## config.mk

```make
export PLATFORM = sky130hd
export DESIGN_NAME = router_output_drainer_flat
export DESIGN_NICKNAME = d
export VERILOG_FILES = /design/src/rtl/router_output_drainer_pkg.sv /design/src/rtl/router_output_drainer_if.sv /design/src/rtl/router_output_drainer_rr_pick.sv /design/src/rtl/router_output_drainer.sv /design/src/flat_wrapper.sv
export SDC_FILE = /design/constraint.sdc
export NUM_CORES = 1
export LEC_CHECK = 0
export ABC_AREA = 1
export BUFFER_PORTS_ARGS = -buffer_cell sky130_fd_sc_hd__buf_2
export CAP_MARGIN = 15
export CORE_ASPECT_RATIO = 1.2
export CORE_MARGIN = 5
export CORE_UTILIZATION = 40
export CTS_CLUSTER_DIAMETER = 100
export DETAILED_ROUTE_END_ITERATION = 10
export GPL_TIMING_DRIVEN = 0
export SLEW_MARGIN = 10
export SYNTH_ARGS = -nofsm -noshare
export SYNTH_HDL_FRONTEND = slang
export SYNTH_SLANG_ARGS = --single-unit
```

## constraint.sdc

```tcl
create_clock -name clk -period 3.72 [get_ports clk]
set_clock_uncertainty 0.1 [all_clocks]
set_input_delay 0.186 -clock clk [delete_from_list [all_inputs] [get_ports clk]]
set_output_delay 0.186 -clock clk [all_outputs]
set_load 0.005 [all_outputs]
```

## src/rtl/router_output_drainer_pkg.sv

```systemverilog
// rtl/router_output_drainer_pkg.sv - shared types and defaults for the router output drainer
package router_pkg;
    localparam int NUM_CH = 3;
    localparam int DEF_MAX_BURST = 4;
    localparam int DEF_STARVE_LIMIT = 16;

    typedef logic [1:0] chan_t;

    typedef enum logic {
        IDLE  = 1'b0,
        BURST = 1'b1
    } drain_state_t;

    function automatic chan_t next_chan(chan_t c);
        return (c == 2'd2) ? 2'd0 : c + 2'd1;
    endfunction
endpackage

```

## src/rtl/router_output_drainer_if.sv

```systemverilog
// rtl/router_output_drainer_if.sv - router FIFO heads in, merged tagged byte stream out
interface router_output_drainer_if;
    import router_pkg::*;

    logic [NUM_CH-1:0] vld_in;
    logic [7:0]        data_in_0;
    logic [7:0]        data_in_1;
    logic [7:0]        data_in_2;
    logic [NUM_CH-1:0] read_enb;
    logic [7:0]        out_data;
    chan_t             out_chan;
    logic              out_valid;
    logic              out_ready;

    modport master (
        input  vld_in, data_in_0, data_in_1, data_in_2, out_ready,
        output read_enb, out_data, out_chan, out_valid
    );

    modport slave (
        output vld_in, data_in_0, data_in_1, data_in_2, out_ready,
        input  read_enb, out_data, out_chan, out_valid
    );
endinterface

```

## src/rtl/router_output_drainer_rr_pick.sv

```systemverilog
// rtl/router_output_drainer_rr_pick.sv - 3-way round-robin picker with burst hold
module rr_pick
    import router_pkg::*;
(
    input  logic [NUM_CH-1:0] req,
    input  chan_t             last,
    input  logic              hold_valid,
    input  chan_t             hold_idx,
    output logic              gnt_valid,
    output chan_t             gnt_idx
);
    chan_t c1, c2, c3;

    assign c1 = next_chan(last);
    assign c2 = next_chan(c1);
    assign c3 = next_chan(c2);

    // c3 equals last, so a lone requester that was just served still wins
    always_comb begin
        gnt_valid = 1'b1;
        gnt_idx   = 2'd0;
        if (hold_valid && req[hold_idx]) begin
            gnt_idx = hold_idx;
        end else if (req[c1]) begin
            gnt_idx = c1;
        end else if (req[c2]) begin
            gnt_idx = c2;
        end else if (req[c3]) begin
            gnt_idx = c3;
        end else begin
            gnt_valid = 1'b0;
        end
    end
endmodule

```

## src/rtl/router_output_drainer.sv

```systemverilog
// rtl/router_output_drainer.sv - merges three router FIFOs into one registered tagged stream
module router_output_drainer
    import router_pkg::*;
#(
    parameter int MAX_BURST    = DEF_MAX_BURST,
    parameter int STARVE_LIMIT = DEF_STARVE_LIMIT,
    parameter int STARVE_W     = 5
) (
    input  logic                    clk,
    input  logic                    resetn,
    router_output_drainer_if.master bus,
    output logic [NUM_CH-1:0]       starve,
    output logic                    busy
);
    localparam int BCW = $clog2(MAX_BURST + 1);
    localparam logic [STARVE_W-1:0] LIM = STARVE_W'(STARVE_LIMIT);

    drain_state_t         state;
    chan_t                cur;
    chan_t                last_grant;
    logic [BCW-1:0]       burst_cnt;
    logic [STARVE_W-1:0]  starve_cnt [NUM_CH];

    logic       load_en;
    logic       hold_valid;
    logic       gnt_valid;
    logic       pop;
    chan_t      gnt_idx;
    chan_t      scan_from;
    logic [7:0] win_data;

    assign load_en    = !bus.out_valid || bus.out_ready;
    assign hold_valid = (state == BURST) && (burst_cnt < BCW'(MAX_BURST));
    // while bursting, cur is the most recent grant, so the scan starts after it
    assign scan_from  = (state == BURST) ? cur : last_grant;

    rr_pick u_pick (
        .req        (bus.vld_in),
        .last       (scan_from),
        .hold_valid (hold_valid),
        .hold_idx   (cur),
        .gnt_valid  (gnt_valid),
        .gnt_idx    (gnt_idx)
    );

    assign pop          = resetn && load_en && gnt_valid;
    assign bus.read_enb = pop ? (NUM_CH'(1) << gnt_idx) : '0;
    assign busy         = (state == BURST) || bus.out_valid;

    always_comb begin
        case (gnt_idx)
            2'd0:    win_data = bus.data_in_0;
            2'd1:    win_data = bus.data_in_1;
            default: win_data = bus.data_in_2;
        endcase
    end

    always_ff @(posedge clk) begin
        if (!resetn) begin
            state         <= IDLE;
            cur           <= 2'd0;
            last_grant    <= 2'd2;
            burst_cnt     <= '0;
            bus.out_valid <= 1'b0;
            bus.out_data  <= 8'h00;
            bus.out_chan  <= 2'd0;
        end else if (load_en) begin
            if (gnt_valid) begin
                bus.out_data  <= win_data;
                bus.out_chan  <= gnt_idx;
                bus.out_valid <= 1'b1;
                state         <= BURST;
                cur           <= gnt_idx;
                if (state == BURST && gnt_idx == cur && hold_valid) begin
                    burst_cnt <= burst_cnt + BCW'(1);
                end else begin
                    burst_cnt <= BCW'(1);
                end
                if (state == BURST && gnt_idx != cur) begin
                    last_grant <= cur;
                end
            end else begin
                bus.out_valid <= 1'b0;
                burst_cnt     <= '0;
                state         <= IDLE;
                if (state == BURST) begin
                    last_grant <= cur;
                end
            end
        end
    end

    always_ff @(posedge clk) begin
        if (!resetn) begin
            for (int c = 0; c < NUM_CH; c++) begin
                starve_cnt[c] <= '0;
            end
            starve <= '0;
        end else begin
            for (int c = 0; c < NUM_CH; c++) begin
                if (bus.read_enb[c] || !bus.vld_in[c]) begin
                    starve_cnt[c] <= '0;
                end else if (starve_cnt[c] != LIM) begin
                    starve_cnt[c] <= starve_cnt[c] + STARVE_W'(1);
                end
                if (bus.read_enb[c]) begin
                    starve[c] <= 1'b0;
                end else if (bus.vld_in[c] && starve_cnt[c] >= LIM - STARVE_W'(1)) begin
                    starve[c] <= 1'b1;
                end
            end
        end
    end
endmodule

```

## src/flat_wrapper.sv

```systemverilog
// flat-port wrapper written by rule: the top's interface ports become plain ports
module router_output_drainer_flat import router_pkg::*;
#(
    parameter int MAX_BURST    = DEF_MAX_BURST,
    parameter int STARVE_LIMIT = DEF_STARVE_LIMIT,
    parameter int STARVE_W     = 5
)
  (clk, resetn, starve, busy, bus_vld_in, bus_data_in_0, bus_data_in_1, bus_data_in_2, bus_out_ready, bus_read_enb, bus_out_data, bus_out_chan, bus_out_valid);
  router_output_drainer_if bus_i ();
  input  logic clk;
  input  logic resetn;
  output logic [NUM_CH-1:0] starve;
  output logic busy;
  input wire logic [$bits(bus_i.vld_in)-1:0] bus_vld_in;
  input wire logic [$bits(bus_i.data_in_0)-1:0] bus_data_in_0;
  input wire logic [$bits(bus_i.data_in_1)-1:0] bus_data_in_1;
  input wire logic [$bits(bus_i.data_in_2)-1:0] bus_data_in_2;
  input wire logic [$bits(bus_i.out_ready)-1:0] bus_out_ready;
  output wire logic [$bits(bus_i.read_enb)-1:0] bus_read_enb;
  output wire logic [$bits(bus_i.out_data)-1:0] bus_out_data;
  output wire logic [$bits(bus_i.out_chan)-1:0] bus_out_chan;
  output wire logic [$bits(bus_i.out_valid)-1:0] bus_out_valid;
  assign bus_i.vld_in = bus_vld_in;
  assign bus_i.data_in_0 = bus_data_in_0;
  assign bus_i.data_in_1 = bus_data_in_1;
  assign bus_i.data_in_2 = bus_data_in_2;
  assign bus_i.out_ready = bus_out_ready;
  assign bus_read_enb = bus_i.read_enb;
  assign bus_out_data = bus_i.out_data;
  assign bus_out_chan = bus_i.out_chan;
  assign bus_out_valid = bus_i.out_valid;
  router_output_drainer #(.MAX_BURST(MAX_BURST), .STARVE_LIMIT(STARVE_LIMIT), .STARVE_W(STARVE_W)) u_core (.clk(clk), .resetn(resetn), .bus(bus_i), .starve(starve), .busy(busy));
endmodule
```

==> Flow_metrics.wiki, run 1 <==
{| class="wikitable"
! Metric !! Value
|-
| Result of the run || completed
|-
| Placeable Area || 5260 sq um
|-
| P per Cell Area || roughly 420 nW/um^2
|-
| P_leak || between 1 and 1.5 nW
|-
| First DRT Iteration DRCs || approximately 130
|-
| Crit path required time || approximately 3.6 ns
|-
| Reg2reg setup slack || between 1 and 1.5 ns
|-
| Half-perimeter wire length after placement || between 3000 and 4000 um
|-
| Overall track demand over capacity in global routing || ~15%
|-
| Vias in the first global route || between 1.5k and 2k
|-
| Final min period || 2.44 ns
|-
| Max cap viols || 0
|-
| Portion of the post-synthesis area used by sequential elements || between 30% and 40%
|-
| Number of flip-flops and latches in the synthesized netlist || 34
|-
| Final-report setup violation count || 0
|-
| First-pass detailed-route iteration total || 4
|-
| FF-to-FF End || u_core.starve_cnt[1][2]
|-
| CTS HTree Levels || 2
|-
| Starting density of the core || 41.0%
|-
| Final-report max-slew violation count || 0
|-
| Number of rows created at floorplan || 29
|-
| Pin count of the biggest net entering global routing || 12
|-
| Total grt overflow || 0
|-
| Worst min-delay path endpoint || u_core.bus.out_data[7]
|-
| Slew at the pin closest to its max-slew limit || between 0.4 and 0.5 ns
|-
| Crit path capture type || flop
|-
| Critical path class || reg -> reg
|-
| FF-to-FF path depth || 15
|-
| Setup crit start kind || flop
|-
| NumNets Final || 362
|-
| Post-CTS resize count || 0
|-
| Unrepaired setup endpoints after global routing || false
|-
| Proportion of netlist area held by the largest area contributor || a little over a fifth
|-
| Worst rel slew slack || 67.4%
|-
| Area Growth Syn to Fin || 18.9%
|-
| Maximum clock path buffer count || 2
|-
| Clock network latency to the later pin of the worst-skew pair || 0.30 ns
|-
| Dominant cells by area after synthesis || sky130_fd_sc_hd__edfxtp_1 21%, sky130_fd_sc_hd__dfxtp_1 18%, sky130_fd_sc_hd__nand2_1 11%, sky130_fd_sc_hd__inv_1 6.6%, sky130_fd_sc_hd__ha_1 5.8%
|-
| Mean routed wirelength per cell || roughly 13 um
|-
| Routability Congestion || ~0.86
|-
| Maximum clock rate || 409 MHz
|-
| Drc violations || 0
|-
| Total nets after synthesis || around 300
|-
| Floorplan die width || just under 80 um
|-
| Number of antenna violations at the first check in global routing || 0
|-
| Per-instance average area after synthesis || 8.04 sq um
|-
| Via density per instance || 4.94
|-
| Number of warning messages in the yosys log || 0
|-
| Global-route wire length before repair || 8760 um
|-
| Synthesized netlist cell count || about 270
|-
| DIE HEIGHT || between 90 and 100 um
|-
| Setup tns final || 0 ns
|-
| Num Clock Sinks || 34
|-
| Hold Vio Cnt, Final || 0
|-
| Count of cells along the worst hold path || 3
|-
| Synth unique cells || 35
|-
| Post-layout power || about 0.0011 W
|-
| CTS tree || built
|-
| Post-CTS repair timing setup buffer count || 0
|-
| Min-Delay Startpoint || bus_data_in_0[7]
|-
| Largest voltage drop on the vdd net || about 230 uV
|-
| Launch instance of the worst register-to-register path || u_core.bus.out_valid
|-
| Number of buffers inserted during clock tree synthesis || 5
|-
| Post-route ant nets || 0
|-
| Cell chosen for the clock root || sky130_fd_sc_hd__clkbuf_8
|-
| Clk pin slew, worst setup/hold paths || 0.08 ns
|-
| Largest area contributor in the synthesized netlist || sky130_fd_sc_hd__edfxtp_1
|-
| IO Count || 48
|-
| Fraction of the cycle the final worst path needs || between 60% and 70%
|-
| Share of final-layout standard cells stronger than drive strength 1 || between 20 and 30%
|-
| Largest fanout on the critical path || 9
|-
| Vias after detailed routing || 1902
|-
| Full die area || between 6000 and 7000 sq um
|-
| # port buffers || 47
|-
| Kind of path behind the tightest hold check || in -> reg
|-
| Data arrival time of the critical path || 2.32 ns
|-
| Post-CTS Hold Fix Bufs || 0
|-
| Total routed wirelength || 4910 um
|-
| Count of inserted antenna diode cells || 0
|-
| Netlist area before placement || approximately 2200 sq um
|}
-- placed cells by master (no fill, tap or decap), types with 5 or more instances in the layout --
cell type / n
sky130_fd_sc_hd__nand2_1: 63
sky130_fd_sc_hd__buf_2: 47
sky130_fd_sc_hd__inv_1: 38
sky130_fd_sc_hd__nor2_1: 25
sky130_fd_sc_hd__nand3_1: 20
sky130_fd_sc_hd__dfxtp_1: 19
sky130_fd_sc_hd__edfxtp_1: 15
sky130_fd_sc_hd__o21ai_0: 13
sky130_fd_sc_hd__ha_1: 10
sky130_fd_sc_hd__a41oi_1: 8
sky130_fd_sc_hd__nand2_4: 6
sky130_fd_sc_hd__nand2_2: 6
sky130_fd_sc_hd__clkbuf_8: 6
sky130_fd_sc_hd__a21oi_1: 5
-- per-layer routing --
metal / global-route usage, % / share of wire [%] / wire length (um)
met5: 0 / 0 / 0
met4: 4.30 / 1.3 / 65
met3: 5.29 / 7.1 / 347
met2: 24.0 / 45 / 2200
met1: 19.3 / 47 / 2290
-- cell usage after synthesis --
master,number
sky130_fd_sc_hd__nand2_1,63
sky130_fd_sc_hd__inv_1,38
sky130_fd_sc_hd__nor2_1,25
sky130_fd_sc_hd__nand3_1,20
sky130_fd_sc_hd__dfxtp_1,19
sky130_fd_sc_hd__edfxtp_1,15
sky130_fd_sc_hd__o21ai_0,13
sky130_fd_sc_hd__ha_1,10
sky130_fd_sc_hd__a41oi_1,8
sky130_fd_sc_hd__nand2_2,6
sky130_fd_sc_hd__nand2_4,6
sky130_fd_sc_hd__a21oi_1,5
sky130_fd_sc_hd__inv_2,4
sky130_fd_sc_hd__nor3b_2,4
sky130_fd_sc_hd__clkbuf_1,3
sky130_fd_sc_hd__nor2_4,3
sky130_fd_sc_hd__nor3_2,3
sky130_fd_sc_hd__o31ai_1,3
sky130_fd_sc_hd__a211oi_1,2
sky130_fd_sc_hd__nand3_2,2
sky130_fd_sc_hd__nand4_1,2
sky130_fd_sc_hd__buf_4,1
sky130_fd_sc_hd__buf_6,1
sky130_fd_sc_hd__inv_4,1
sky130_fd_sc_hd__inv_8,1
sky130_fd_sc_hd__nand3_4,1
sky130_fd_sc_hd__nand4_2,1
sky130_fd_sc_hd__nor2_2,1
sky130_fd_sc_hd__nor3_1,1
sky130_fd_sc_hd__o211ai_1,1
sky130_fd_sc_hd__o211ai_4,1
sky130_fd_sc_hd__o21ai_1,1
sky130_fd_sc_hd__o21bai_2,1
sky130_fd_sc_hd__o21bai_4,1
sky130_fd_sc_hd__o32ai_1,1
-- flip-flops by register name (all words and copies together) (netlist names) --
| signal | flops |
|---|---|
| u_core.bus.out_chan | 2 |
| u_core.starve_cnt | 15 |
| u_core.bus.out_data | 8 |
| u_core.bus.out_valid | 1 |
| u_core.last_grant | 2 |
| u_core.burst_cnt | 3 |
| u_core.starve | 3 |
-- critical path, cell delays in order (launching register included) --
cell	delay, ns
sky130_fd_sc_hd__dfxtp_1	0.52
sky130_fd_sc_hd__inv_2	0.12
sky130_fd_sc_hd__nand2_4	0.10
sky130_fd_sc_hd__nand2_4	0.06
sky130_fd_sc_hd__nand3_1	0.09
sky130_fd_sc_hd__nand2_1	0.06
sky130_fd_sc_hd__nor2_1	0.08
sky130_fd_sc_hd__nand2_1	0.09
sky130_fd_sc_hd__nand2_2	0.10
sky130_fd_sc_hd__nand2_4	0.08
sky130_fd_sc_hd__inv_4	0.11
sky130_fd_sc_hd__nand2_1	0.08
sky130_fd_sc_hd__nand2_1	0.08
sky130_fd_sc_hd__inv_2	0.05
sky130_fd_sc_hd__o211ai_4	0.11
sky130_fd_sc_hd__nand3_1	0.29
-- how the worst max path moves through the flow --
stage | from | end | cells past startpoint
2_1_floorplan | u_core.bus.out_valid | u_core.starve_cnt[1][0] | 15
3_3_place_gp | u_core.bus.out_valid | u_core.starve_cnt[1][0] | 15
3_5_place_dp | u_core.bus.out_valid | u_core.starve_cnt[1][0] | 15
4_1_cts | u_core.bus.out_valid | u_core.starve_cnt[1][3] | 15
5_1_grt | u_core.bus.out_valid | u_core.starve_cnt[1][4] | 15
6_report | u_core.bus.out_valid | u_core.starve_cnt[1][2] | 15
-- layout make-up --
| class | count | area (sq um) |
|---|---|---|
| fillers | 538 | 2700 |
| clock inverters | 2 | 12.5 |
| multi-input cells | 185 | 1120 |
| plain buffers | 5 | 30.0 |
| inverters | 44 | 175 |
| flip-flops and latches | 34 | 831 |
| well taps | 62 | 77.6 |
| repair buffers | 47 | 235 |
| clock buffers | 6 | 82.6 |
-- where the power goes --
group / switching [W] / internal (W) / total [W]
clock network: 0.000150 / 0.000149 / 0.000299
logic: 0.000190 / 0.000112 / 0.000302
registers: 0.0000315 / 0.000436 / 0.000468
-- through the flow --
stage	cell area (sq um)	setup WS (ns)	hold slack, ns	util, %	instances
2_1_floorplan	2150	1.65	0.236	-	268
3_3_place_gp	2470	1.25	0.346	46.9	377
3_5_place_dp	2470	1.27	0.357	46.9	377
4_1_cts	2560	1.25	0.0581	48.7	385
5_1_grt	2560	1.01	0.0661	48.7	385
6_report	2560	1.28	0.0615	48.7	385
-- cells by family after synthesis --
group	Yosys count	share of synthesized area [%]
and+or+nand+nor	138	33.6
AOI/OAI and AO/OA	37	12.5
buffers and inverters	49	9.52
DFF	34	38.6
adders and majority gates	10	5.81
Power figures use the tool's default switching activity.
==> inputs of run 2 (changes only) <==
==> constraint.sdc (replaced) <==
create_clock -name clk -period 2.5 [get_ports clk]
set_clock_uncertainty 0.1 [all_clocks]
set_input_delay 0.125 -clock clk [delete_from_list [all_inputs] [get_ports clk]]
set_output_delay 0.125 -clock clk [all_outputs]
set_load 0.005 [all_outputs]
==> run 2 against run 1 <==
  * Critical path depth is 2 lower
  * Sequential share of layout area shrank 0.22 points
  * Non-clock buffer count increased by 1
  * Design area is 0.98% higher
  * Combinational power up 50%
  * Utilization increased by 0.48 points
  * Total power grew 49%
  * Via count rose by 0.47%
  * Critical endpoint is now u_core.starve_cnt[2][1]
==> Flow_metrics.wiki, run 2 (same netlist as run 1, synthesis figures left out) <==
{| class="wikitable"
! Metric !! Value
|-
| Result of the run || completed
|-
| Global-route wire length before repair || 8770 um (+0.15%)
|-
| Final non-filler cell total || 386 (+0.26%)
|-
| Largest fanout on the critical path || 10 (+1)
|-
| Source of the critical timing path || u_core.bus.out_chan[0]
|-
| Min-Delay Startpoint || bus_data_in_0[4]
|-
| Data arrival time of the critical path || 2.14 ns (-0.18 ns)
|-
| Placeable Area || 5260 sq um (unchanged)
|-
| Total grt overflow || 0 (unchanged)
|-
| Register containing the most flip-flops in the final layout || u_core.starve_cnt
|-
| Max cap viols || 0 (unchanged)
|-
| Flop pwr share || 43.7% (about the same)
|-
| Number of rows created at floorplan || 29 (unchanged)
|-
| P_leak || 1.24 nW (+0.53%)
|-
| Final min period || 2.23 ns (-0.216 ns)
|-
| Post-route ant nets || 0 (unchanged)
|-
| First DRT Iteration DRCs || 129 (-3.7%)
|-
| Vias after detailed routing || 1911 (+0.47%)
|-
| Area Growth Syn to Fin || 20.1%
|-
| Setup tns final || 0 ns (unchanged)
|-
| Post-CTS repair timing setup buffer count || 0 (unchanged)
|-
| DIE HEIGHT || 90.4 um (unchanged)
|-
| Unrepaired setup endpoints after global routing || false
|-
| Worst rel slew slack || 62.9% (-4.5 points)
|-
| Cell chosen for the clock root || sky130_fd_sc_hd__clkbuf_8
|-
| Mean routed wirelength per cell || 12.8 um (+0.66%)
|-
| Via density per instance || 4.95 (+0.21%)
|-
| Slew at the pin closest to its max-slew limit || 0.556 ns (+0.0668 ns)
|-
| Most common library cell in the layout ignoring fill and taps || sky130_fd_sc_hd__nand2_1
|-
| Count of inserted antenna diode cells || 0 (unchanged)
|-
| CTS HTree Levels || 2 (unchanged)
|-
| IO Count || 48 (unchanged)
|-
| Full die area || 6960 sq um (unchanged)
|-
| Final-report max-slew violation count || 0 (unchanged)
|-
| Ordered cell list for the critical path || inv_2 > nand2_1 > nand2_1 > nand3_2 > nand4_2 > o21bai_4 > nand2_4 > inv_8 > nand2_4 > nand2_2 > nor2_4 > nand2_2 > nand2_1
|-
| Overall track demand over capacity in global routing || 15.1% (+0.021 points)
|-
| Number of buffers inserted during clock tree synthesis || 5 (unchanged)
|-
| Crit path capture type || flop
|-
| Final-report setup violation count || 0 (unchanged)
|-
| Switching power as a share of total power || 34.8% (about the same)
|-
| Largest voltage drop on the vdd net || 362 uV (+56%)
|-
| Pin count of the biggest net entering global routing || 12 (unchanged)
|-
| Launch instance of the worst register-to-register path || u_core.bus.out_chan[0]
|-
| NumNets Final || 363 (+0.28%)
|-
| Drc violations || 0 (unchanged)
|-
| P per Cell Area || 616 nW/um^2 (+48%)
|-
| Slowest cell on the critical path || sky130_fd_sc_hd__dfxtp_1
|-
| Critical path class || reg -> reg
|-
| Clock network latency to the later pin of the worst-skew pair || 0.29 ns (about the same)
|-
| Total routed wirelength || 4950 um (+0.92%)
|-
| Vias in the first global route || 1922 (+0.31%)
|-
| Share of power burned in combinational logic || 28.5% (+0.2 points)
|-
| CTS tree || built
|-
| Crit path required time || 2.41 ns (-1.18 ns)
|-
| Net Switching || 0.000554 W (+49%)
|-
| Internal power || 0.00104 W (+49%)
|-
| Starting density of the core || 41.0% (unchanged)
|-
| Registers with the most flip-flops || u_core.starve_cnt x15, u_core.bus.out_data x8
|-
| Clk pin slew, worst setup/hold paths || 0.07 ns (about the same)
|-
| Final design utilization || 49.2% (+0.48 points)
|-
| Maximum clock rate || 449 MHz (+9.7%)
|-
| Routability Congestion || 0.855 (unchanged)
|-
| Cell repeated most along the worst path || sky130_fd_sc_hd__nand2_1
|-
| Setup crit start kind || flop
|-
| First-pass detailed-route iteration total || 4 (unchanged)
|-
| Share of final-layout standard cells stronger than drive strength 1 || 29.6% (+0.84 points)
|-
| Fraction of the cycle the final worst path needs || 89.1% (+23 points)
|-
| Flip-flop count of the largest register, all copies and words added || 15 (unchanged)
|-
| Top library cells by usage in the layout, fill and taps aside || 63 x sky130_fd_sc_hd__nand2_1, 47 x sky130_fd_sc_hd__buf_2, 38 x sky130_fd_sc_hd__inv_1
|-
| Number of antenna violations at the first check in global routing || 0 (unchanged)
|-
| Half-perimeter wire length after placement || 3740 um (unchanged)
|-
| # port buffers || 47 (unchanged)
|-
| Maximum clock path buffer count || 2 (unchanged)
|-
| Total placed cells including tap cells || 377 (unchanged)
|-
| Num Clock Sinks || 34 (unchanged)
|-
| Kind of path behind the tightest hold check || in -> reg
|-
| Hold Vio Cnt, Final || 0 (unchanged)
|-
| CP peak stage delay || 0.47 ns (-0.05 ns)
|-
| Clock network fraction of total power || 27.8% (-0.2 points)
|-
| Floorplan die width || 77.0 um (unchanged)
|}
## run 2: power by group through the flow
stage	logic, W	registers [W]	clock network, W
final	0.000454	0.000697	0.000444
after global placement	0.000450	0.000709	0
after global routing	0.000522	0.000707	0.000479
after detailed placement	0.000453	0.000709	0
after CTS	0.000457	0.000697	0.000454
after floorplan	0.000319	0.000701	0
## run 2: metrics by stage
stage / setup slack [ns] / power, W / instance area, sq um / hold WS [ns]
2_1_floorplan: 0.430 / 0.00102 / 2150 / 0.175
3_3_place_gp: 0.0295 / 0.00116 / 2470 / 0.309
3_5_place_dp: 0.0499 / 0.00116 / 2470 / 0.311
4_1_cts: 0.0301 / 0.00161 / 2570 / 0.00187
5_1_grt: 0.0615 / 0.00171 / 2590 / 0.00508
6_report: 0.272 / 0.00159 / 2590 / 0.00339
## run 2: repair_timing
item                                    in CTS  in global routing
endpoints found under the hold margin        1                  0
endpoints found under the setup margin       0                 10
hold buffers                                 1                  0
resized for setup                            0                  4
## run 2: metal layers
metal	routed length, um	track usage, %
met5	0	0
met4	60	4.30
met3	315	5.29
met2	2230	24.2
met1	2350	19.2
## run 2: path summary, 6_finish.rpt
path	to	slack [ns]	cells past startpoint
hold reg to reg	u_core.starve[2]	0.37	2
hold / removal	u_core.bus.out_data[4]	0.003	3
setup reg to reg	u_core.starve_cnt[2][1]	0.27	13
setup / recovery	u_core.starve_cnt[2][1]	0.27	13
## run 2: final cells by class
| cell class | instances | area, sq um |
|---|---|---|
| fill | 537 | 2670 |
| multi-input combinational | 185 | 1130 |
| sequential | 34 | 833 |
| timing repair buffer | 48 | 245 |
| inverter | 44 | 175 |
| clock buffer | 6 | 82.6 |
| tap | 62 | 77.6 |
| buffer | 5 | 30.0 |
| clock inverter | 2 | 12.5 |
## run 2: worst max-delay path: cells and delay by family, from the launching register on
family / cells / cell delay [ns]
buf+inv: 2 / 0.21
simple gates: 10 / 0.97
flops: 1 / 0.47
compound gates: 1 / 0.19
